[src/rtl/neg_decode_serial.sv]
// neg_decode_serial: bit-serial two's-complement to sign-magnitude decoder.
// The operand is accepted through a valid/ready handshake and walked LSB-first,
// one bit per clock. The result is presented as sign + WIDTH-bit magnitude
// through a second valid/ready handshake.
//
// The optional overflow flag is enabled by defining NEG_DECODE_OVF_EN. It adds
// the out_ovf port, which is set when the operand was the most-negative value.
//
// state | meaning
// ------+------------------------------------------------------------
// IDLE  | waiting for an operand; in_ready = 1
// SHIFT | converting one bit per clock, LSB first
// DONE  | result valid, held until out_ready
module neg_decode_serial #(
    parameter int WIDTH = 8
) (
    input  logic             clk,
    input  logic             rst_n,
    input  logic [WIDTH-1:0] in_data,
    input  logic             in_valid,
    output logic             in_ready,
    output logic             out_sign,
    output logic [WIDTH-1:0] out_mag,
    output logic             out_valid,
    input  logic             out_ready
`ifdef NEG_DECODE_OVF_EN
    ,
    output logic             out_ovf
`endif
);

    localparam int CW = (WIDTH > 2) ? $clog2(WIDTH) : 1;
    localparam logic [CW-1:0] LAST_BIT = CW'(WIDTH - 1);
    localparam logic [WIDTH-1:0] MOST_NEG = {1'b1, {(WIDTH-1){1'b0}}};

    typedef enum logic [1:0] {
        IDLE  = 2'd0,
        SHIFT = 2'd1,
        DONE  = 2'd2
    } state_t;

    state_t state, state_nxt;

    logic [WIDTH-1:0] sr;
    logic [WIDTH-1:0] mag;
    logic             sign;
    logic             seen_one;
    logic [CW-1:0]    cnt;
    logic             ready_q;
    logic             valid_q;

    logic             load;
    logic             step;
    logic             finish;
    logic             pop;
    logic             bit_o;
    logic [WIDTH-1:0] mag_shift;

    // State register.
    always_ff @(posedge clk or negedge rst_n) begin
        if (!rst_n) begin
            state <= IDLE;
        end else begin
            state <= state_nxt;
        end
    end

    // Next-state decode and per-state strobes for the datapath.
    always_comb begin
        state_nxt = state;
        load      = 1'b0;
        step      = 1'b0;
        finish    = 1'b0;
        pop       = 1'b0;
        case (state)
            IDLE: begin
                if (in_valid) begin
                    load      = 1'b1;
                    state_nxt = SHIFT;
                end
            end
            SHIFT: begin
                step = 1'b1;
                if (cnt == LAST_BIT) begin
                    finish    = 1'b1;
                    state_nxt = DONE;
                end
            end
            DONE: begin
                if (out_ready) begin
                    pop       = 1'b1;
                    state_nxt = IDLE;
                end
            end
            default: begin
                state_nxt = IDLE;
            end
        endcase
    end

    // Negative operands: copy bits up to and including the first 1, then invert.
    always_comb begin
        bit_o     = sr[0] ^ (sign & seen_one);
        mag_shift = {bit_o, mag[WIDTH-1:1]};
    end

    // Conversion datapath: shift register, magnitude accumulator, bit counter.
    always_ff @(posedge clk or negedge rst_n) begin
        if (!rst_n) begin
            sr       <= '0;
            mag      <= '0;
            sign     <= 1'b0;
            seen_one <= 1'b0;
            cnt      <= '0;
        end else if (load) begin
            sr       <= in_data;
            mag      <= '0;
            sign     <= in_data[WIDTH-1];
            seen_one <= 1'b0;
            cnt      <= '0;
        end else if (step) begin
            sr       <= sr >> 1;
            mag      <= mag_shift;
            seen_one <= seen_one | sr[0];
            cnt      <= cnt + CW'(1);
        end
    end

    // Handshake flags kept as their own flops so they never glitch on state decode.
    always_ff @(posedge clk or negedge rst_n) begin
        if (!rst_n) begin
            ready_q <= 1'b1;
            valid_q <= 1'b0;
        end else begin
            if (load) begin
                ready_q <= 1'b0;
            end else if (pop) begin
                ready_q <= 1'b1;
            end
            if (finish) begin
                valid_q <= 1'b1;
            end else if (pop) begin
                valid_q <= 1'b0;
            end
        end
    end

`ifdef NEG_DECODE_OVF_EN
    logic ovf_q;

    // Only the most-negative operand yields a negative result with magnitude 100..0.
    always_ff @(posedge clk or negedge rst_n) begin
        if (!rst_n) begin
            ovf_q <= 1'b0;
        end else if (finish) begin
            ovf_q <= sign & (mag_shift == MOST_NEG);
        end else if (pop) begin
            ovf_q <= 1'b0;
        end
    end

    assign out_ovf = ovf_q;
`else
    logic unused_most_neg;
    assign unused_most_neg = ^MOST_NEG;
`endif

    assign in_ready  = ready_q;
    assign out_valid = valid_q;
    assign out_sign  = sign;
    assign out_mag   = mag;

endmodule
[config.mk]
export PLATFORM = sky130hd
export DESIGN_NAME = neg_decode_serial
export DESIGN_NICKNAME = d
export VERILOG_FILES = /design/src/rtl/neg_decode_serial.sv
export SDC_FILE = /design/constraint.sdc
export NUM_CORES = 1
export LEC_CHECK = 0
export CORE_UTILIZATION = 53
export DETAILED_ROUTE_END_ITERATION = 7
export GPL_TIMING_DRIVEN = 1
export PLACE_DENSITY_LB_ADDON = 0.2
export SLEW_MARGIN = 20
export SYNTH_ARGS = -nofsm -noshare
export SYNTH_HDL_FRONTEND = slang
export SYNTH_SLANG_ARGS = --single-unit
export TNS_END_PERCENT = 1
[constraint.sdc]
create_clock -name clk -period 2.1 [get_ports clk]
set_input_delay 0.525 -clock clk [delete_from_list [all_inputs] [get_ports clk]]
set_output_delay 0.525 -clock clk [all_outputs]
set_load 0.005 [all_outputs]
# Yosys cells after proc, flatten, opt, wreduce, memory -nomap -nowiden

Index checks and enable logic that the tools add are counted.

Equal/unequal tests: 6
Bitwise gates (word level): 3
Mux-type cells: 23
$add $sub $neg: 1
Reductions and logical operators: 5

Operator list:

| operator            | number |
|---|---|
| $mux 8              | 4 |
| $mux 1              | 13 |
| $mux 2              | 3 |
| $mux 3              | 2 |
| $ne 2x2->1 const B  | 3 |
| $pmux 2 s3          | 1 |
| $reduce_bool 2->1   | 3 |
| $add 3x1->3 const B | 1 |
| $eq 3x3->1 const B  | 1 |
| $reduce_and 3->1    | 1 |
| $eq 2x1->1 const B  | 1 |
| $eq 2x2->1 const B  | 1 |
| $logic_not 2->1     | 1 |
| $and 1x1->1         | 1 |
| $or 1x1->1          | 1 |
| $xor 1x1->1         | 1 |

Word-level logic and storage cells: 46
Bits in registers: 25

# Depth between registers and ports, before layout

Depth in word-level cells: 4
Mapped depth: 5
Mapped depth without buffers: 5

# Worst setup path after synthesis

No wires, ideal clock.

Kind: register to register
Start point: register cnt[0]
End point: register cnt[2]
Data required time: 1.979 ns
Arrival time: 1.042 ns
Path slack: 0.937 ns
Period minus slack after synthesis: 1.163 ns
Cell stages (with the launch flop): 4
Setup time: 0.121 ns
Path through: dfrtp_1 ha_1 ha_1 a22o_2

Cells in the longest elaborated chain, start to end: 3

RTL lines:

| element                  | RTL line | source |
|---|---|---|
| start: declaration       | 48       | `logic [CW-1:0] cnt;` |
| start signal: assignment | 125      | `cnt <= cnt + CW'(1);` |
| $add 3x1->3              | 125      |  |
| $mux 3                   | 121      | `end else if (step) begin` |
| $mux 3                   | 115      | `end else if (load) begin` |

No other way between the ends. The select of a mux whose other input is x is not followed.
A chain may end at the register's enable or synchronous reset.

# Worst setup path in the final report

Start point: register ready_q (netlist: in_ready)
End point: output in_ready

RTL lines:

| element                  | RTL line | source |
|---|---|---|
| start: declaration       | 49       | `logic ready_q;` |
| start signal: assignment | 132      | `ready_q <= 1'b1;` |
| start signal: assignment | 136      | `ready_q <= 1'b0;` |
| start signal: assignment | 138      | `ready_q <= 1'b1;` |
| end: declaration         | 21       | `output logic in_ready,` |

No word-level cell between the ends.

==> impl_metrics.csv <==
group,metric,value,unit
placed_design,place_inst,132,
floorplanning,num_rows,16,
floorplanning,die_w,47.4,µm
synth,synth_top_cell_by_area,"dfrtp_1",
floorplanning,initial_core_util,0.563,
timing,whs,497,ps
critical_path,r2r.worst_path.cells,3,
power_and_ir_drop,fin_total_pwr,1.88,mW
finish,stdcell_count,136,
synth,mappedNetlistArea,0.00109,mm²
placed_design,port_buffers,22,
floorplanning,dieArea,0.00225,mm²
detailed_routing,wl,1.94,mm
synth,yosysTopAreaCellShare,0.550,
cts,tritoncts,"yes",
timing,timing.final.max_slew_violations,0,
cts,postCtsHoldBufs,0,
cts,path_clk_slew,140,ps
synth,ys_seq_elements,25,
global_route,grt_antenna_before_repair,0,
synth,yosysSeqAreaShare,0.574,
synth,synth_cell_types,24,
timing,slew_headroom,0.718,
critical_path,required,1570,ps
critical_path,cp_slowest_cell,"dfstp_2",
critical_path,cp-startpoint,"in_ready$_DFFE_PN1P_",
timing,finalSetupViolCount,0,
critical_path,crit_type,"register to output pin",
synth,async_flop_share,1.00,
floorplanning,die_y,47.4,µm
timing,fin_crit_sh,0.904,
detailed_routing,remaining_drc_errors,0,
detailed_routing,first_iter_violations,19,
finish,stdcell_area,0.00136,mm²
timing,fmax,527,MHz
cts,cts_made_buffers,3,
cts,cts_sinks,25,
critical_path,startpoint_type,"register",
timing,grt_setup_unrepaired,"no",
critical_path,r2r-start,"state[0]$_DFFE_PN0P_",
flow_run,max_cap_viol_count,0,
finish,layout_common_cells,"dfrtp_1, clkdlybuf4s50_1, a22o_2",
placed_design,dpl_cell_area,0.00133,mm²
cts,cts_setup_buffers,0,
floorplanning,pin_count,23,
global_route,grt_pass1_vias,653,
global_route,overflow,0,
finish,diodes,0,
global_route,track_usage,0.196,
power_and_ir_drop,leakage,0.582,nW
critical_path,cp_cell_sequence,"clkdlybuf4s50_1",
cts,clock_latency,320,ps
global_route,grt_max_degree,26,
detailed_routing,wl_per_cell,14.2,µm
critical_path,endpoint,"in_ready",
cts,clockBufferDepth,2,
critical_path,cp_num_buf_inv,1,
finish,area_growth,24.6,%
synth,ys.flop_type,"dfrtp_1",
critical_path,cp_top_family,"flip-flops",
placed_design,finalWeightedCongestion,0.741,
synth,synth_edf_count,0,
synth,syn_nets,100,
critical_path,max_stage_delay,570,ps
critical_path,crit_fanout,3,
timing,fin_crit,1900,ps
detailed_routing,num_vias,752,
floorplanning,core,0.00194,mm²
timing,final_hold_viol_count,0,
critical_path,worst_ep_arrival_time,1370,ps
cts,clk_root_buffer_cell,"clkbuf_4",
synth,ys.warnings.count,0,
synth,syn_inst,86,
finish,drive_gt1_frac,0.239,
timing,clock_skew,11.5,ps
critical_path,worst-path-stages,1,
cts,ctsResizeCount,0,
power_and_ir_drop,powerDensity,1380,mW/mm²
synth,synth_area_per_cell,12.7,µm²
run_status,outcome,"completed",
finish,fillers,143,
global_route,grt_pass1_wl,2.97,mm
finish,nets,124,
placed_design,hpwl,1.37,mm
worst_hold_path,hp-class,"register to register",
timing,tns,0,ps
detailed_routing,dr.pass1.iters,4,
critical_path,end_kind,"output pin",
critical_path,r2r_slack,780,ps
detailed_routing,via_per_inst,5.53,
timing,worst_slew_pin_slew,422,ps
critical_path,r2r_end,"sr[2]$_DFFE_PN0P_",
cts,cts_htree_levels,1,
power_and_ir_drop,ir_drop,0.702,mV
detailed_routing,drtAntennaViolNets,0,
synth,synth_area_leaders,"dfrtp_1, a22o_2, a2bb2oi_1",
finish,final_common_cell,"dfrtp_1",
[worst min-delay path by stage]
stage               cells past startpoint                endpoint               start  slack (ps)
finish                                  1      cnt[0]$_DFFE_PN0P_  cnt[0]$_DFFE_PN0P_         500
global route                            2  out_mag[2]$_DFFE_PN0P_               rst_n         520
CTS                                     1      cnt[0]$_DFFE_PN0P_  cnt[0]$_DFFE_PN0P_         500
detailed placement                      1      cnt[0]$_DFFE_PN0P_  cnt[0]$_DFFE_PN0P_         480
global placement                        1      cnt[0]$_DFFE_PN0P_  cnt[0]$_DFFE_PN0P_         470
floorplan                               0      cnt[0]$_DFFE_PN0P_               rst_n         230
[stage by stage]
| step | setup slack, ps | utilization |
|---|---|---|
| after global placement | 336 | 0.686 |
| after detailed placement | 305 | 0.686 |
| after global routing | 154 | 0.701 |
| final | 203 | 0.701 |
| after floorplan | 937 | - |
| after CTS | 191 | 0.701 |
[layout make-up]
cell class	count	area [µm²]	share of cell area
Sequential cell	25	627	0.460
Multi-Input combinational cell	55	418	0.307
Timing Repair Buffer	23	240	0.176
Tap cell	27	33.8	0.0248
Clock buffer	3	22.5	0.0165
Inverter	2	12.5	0.00919
Clock inverter	1	7.51	0.00551
[metal layers]
layer | GRT usage | routed length, µm | vias up
met5 | 0 | 0 | -
met4 | 0.0857 | 0 | 0
met3 | 0.0346 | 49 | 0
met2 | 0.258 | 875 | 15
met1 | 0.310 | 1010 | 370
li1 | - | - | 367
[sequential cells by signal (all words and copies together), names as in the netlist]
signal     flops
out_valid      1
cnt            3
seen_one       1
out_sign       1
state          2
in_ready       1
out_mag        8
sr             8
[cells in the mapped netlist (2+ instances only)]
master,number
nand2_1,3
o22ai_1,8
nor2_2,2
a22o_2,11
a2bb2oi_1,6
a21oi_1,7
nand2b_1,3
dfrtp_1,24
ha_1,2
nor2_1,5
buf_6,2
[where the power goes]
group	total, mW	internal, mW	switching, mW
Combinational	0.792	0.489	0.303
Clock	0.216	0.0726	0.144
Sequential	0.866	0.685	0.182
[cell families (layout without fill, tap and decap cells)]
family	Yosys count	in the layout	share of synthesized area
multiplexers	2	2	0.0229
adder cells (fa/ha/maj)	2	2	0.0229
flip-flops	25	25	0.574
XOR/XNOR	1	1	0.00802
AO/OA/AOI/OAI	34	34	0.242
AND/OR/NAND/NOR	16	16	0.0871
buffers and inverters	6	29	0.0435
Power figures use the tool's default switching activity.
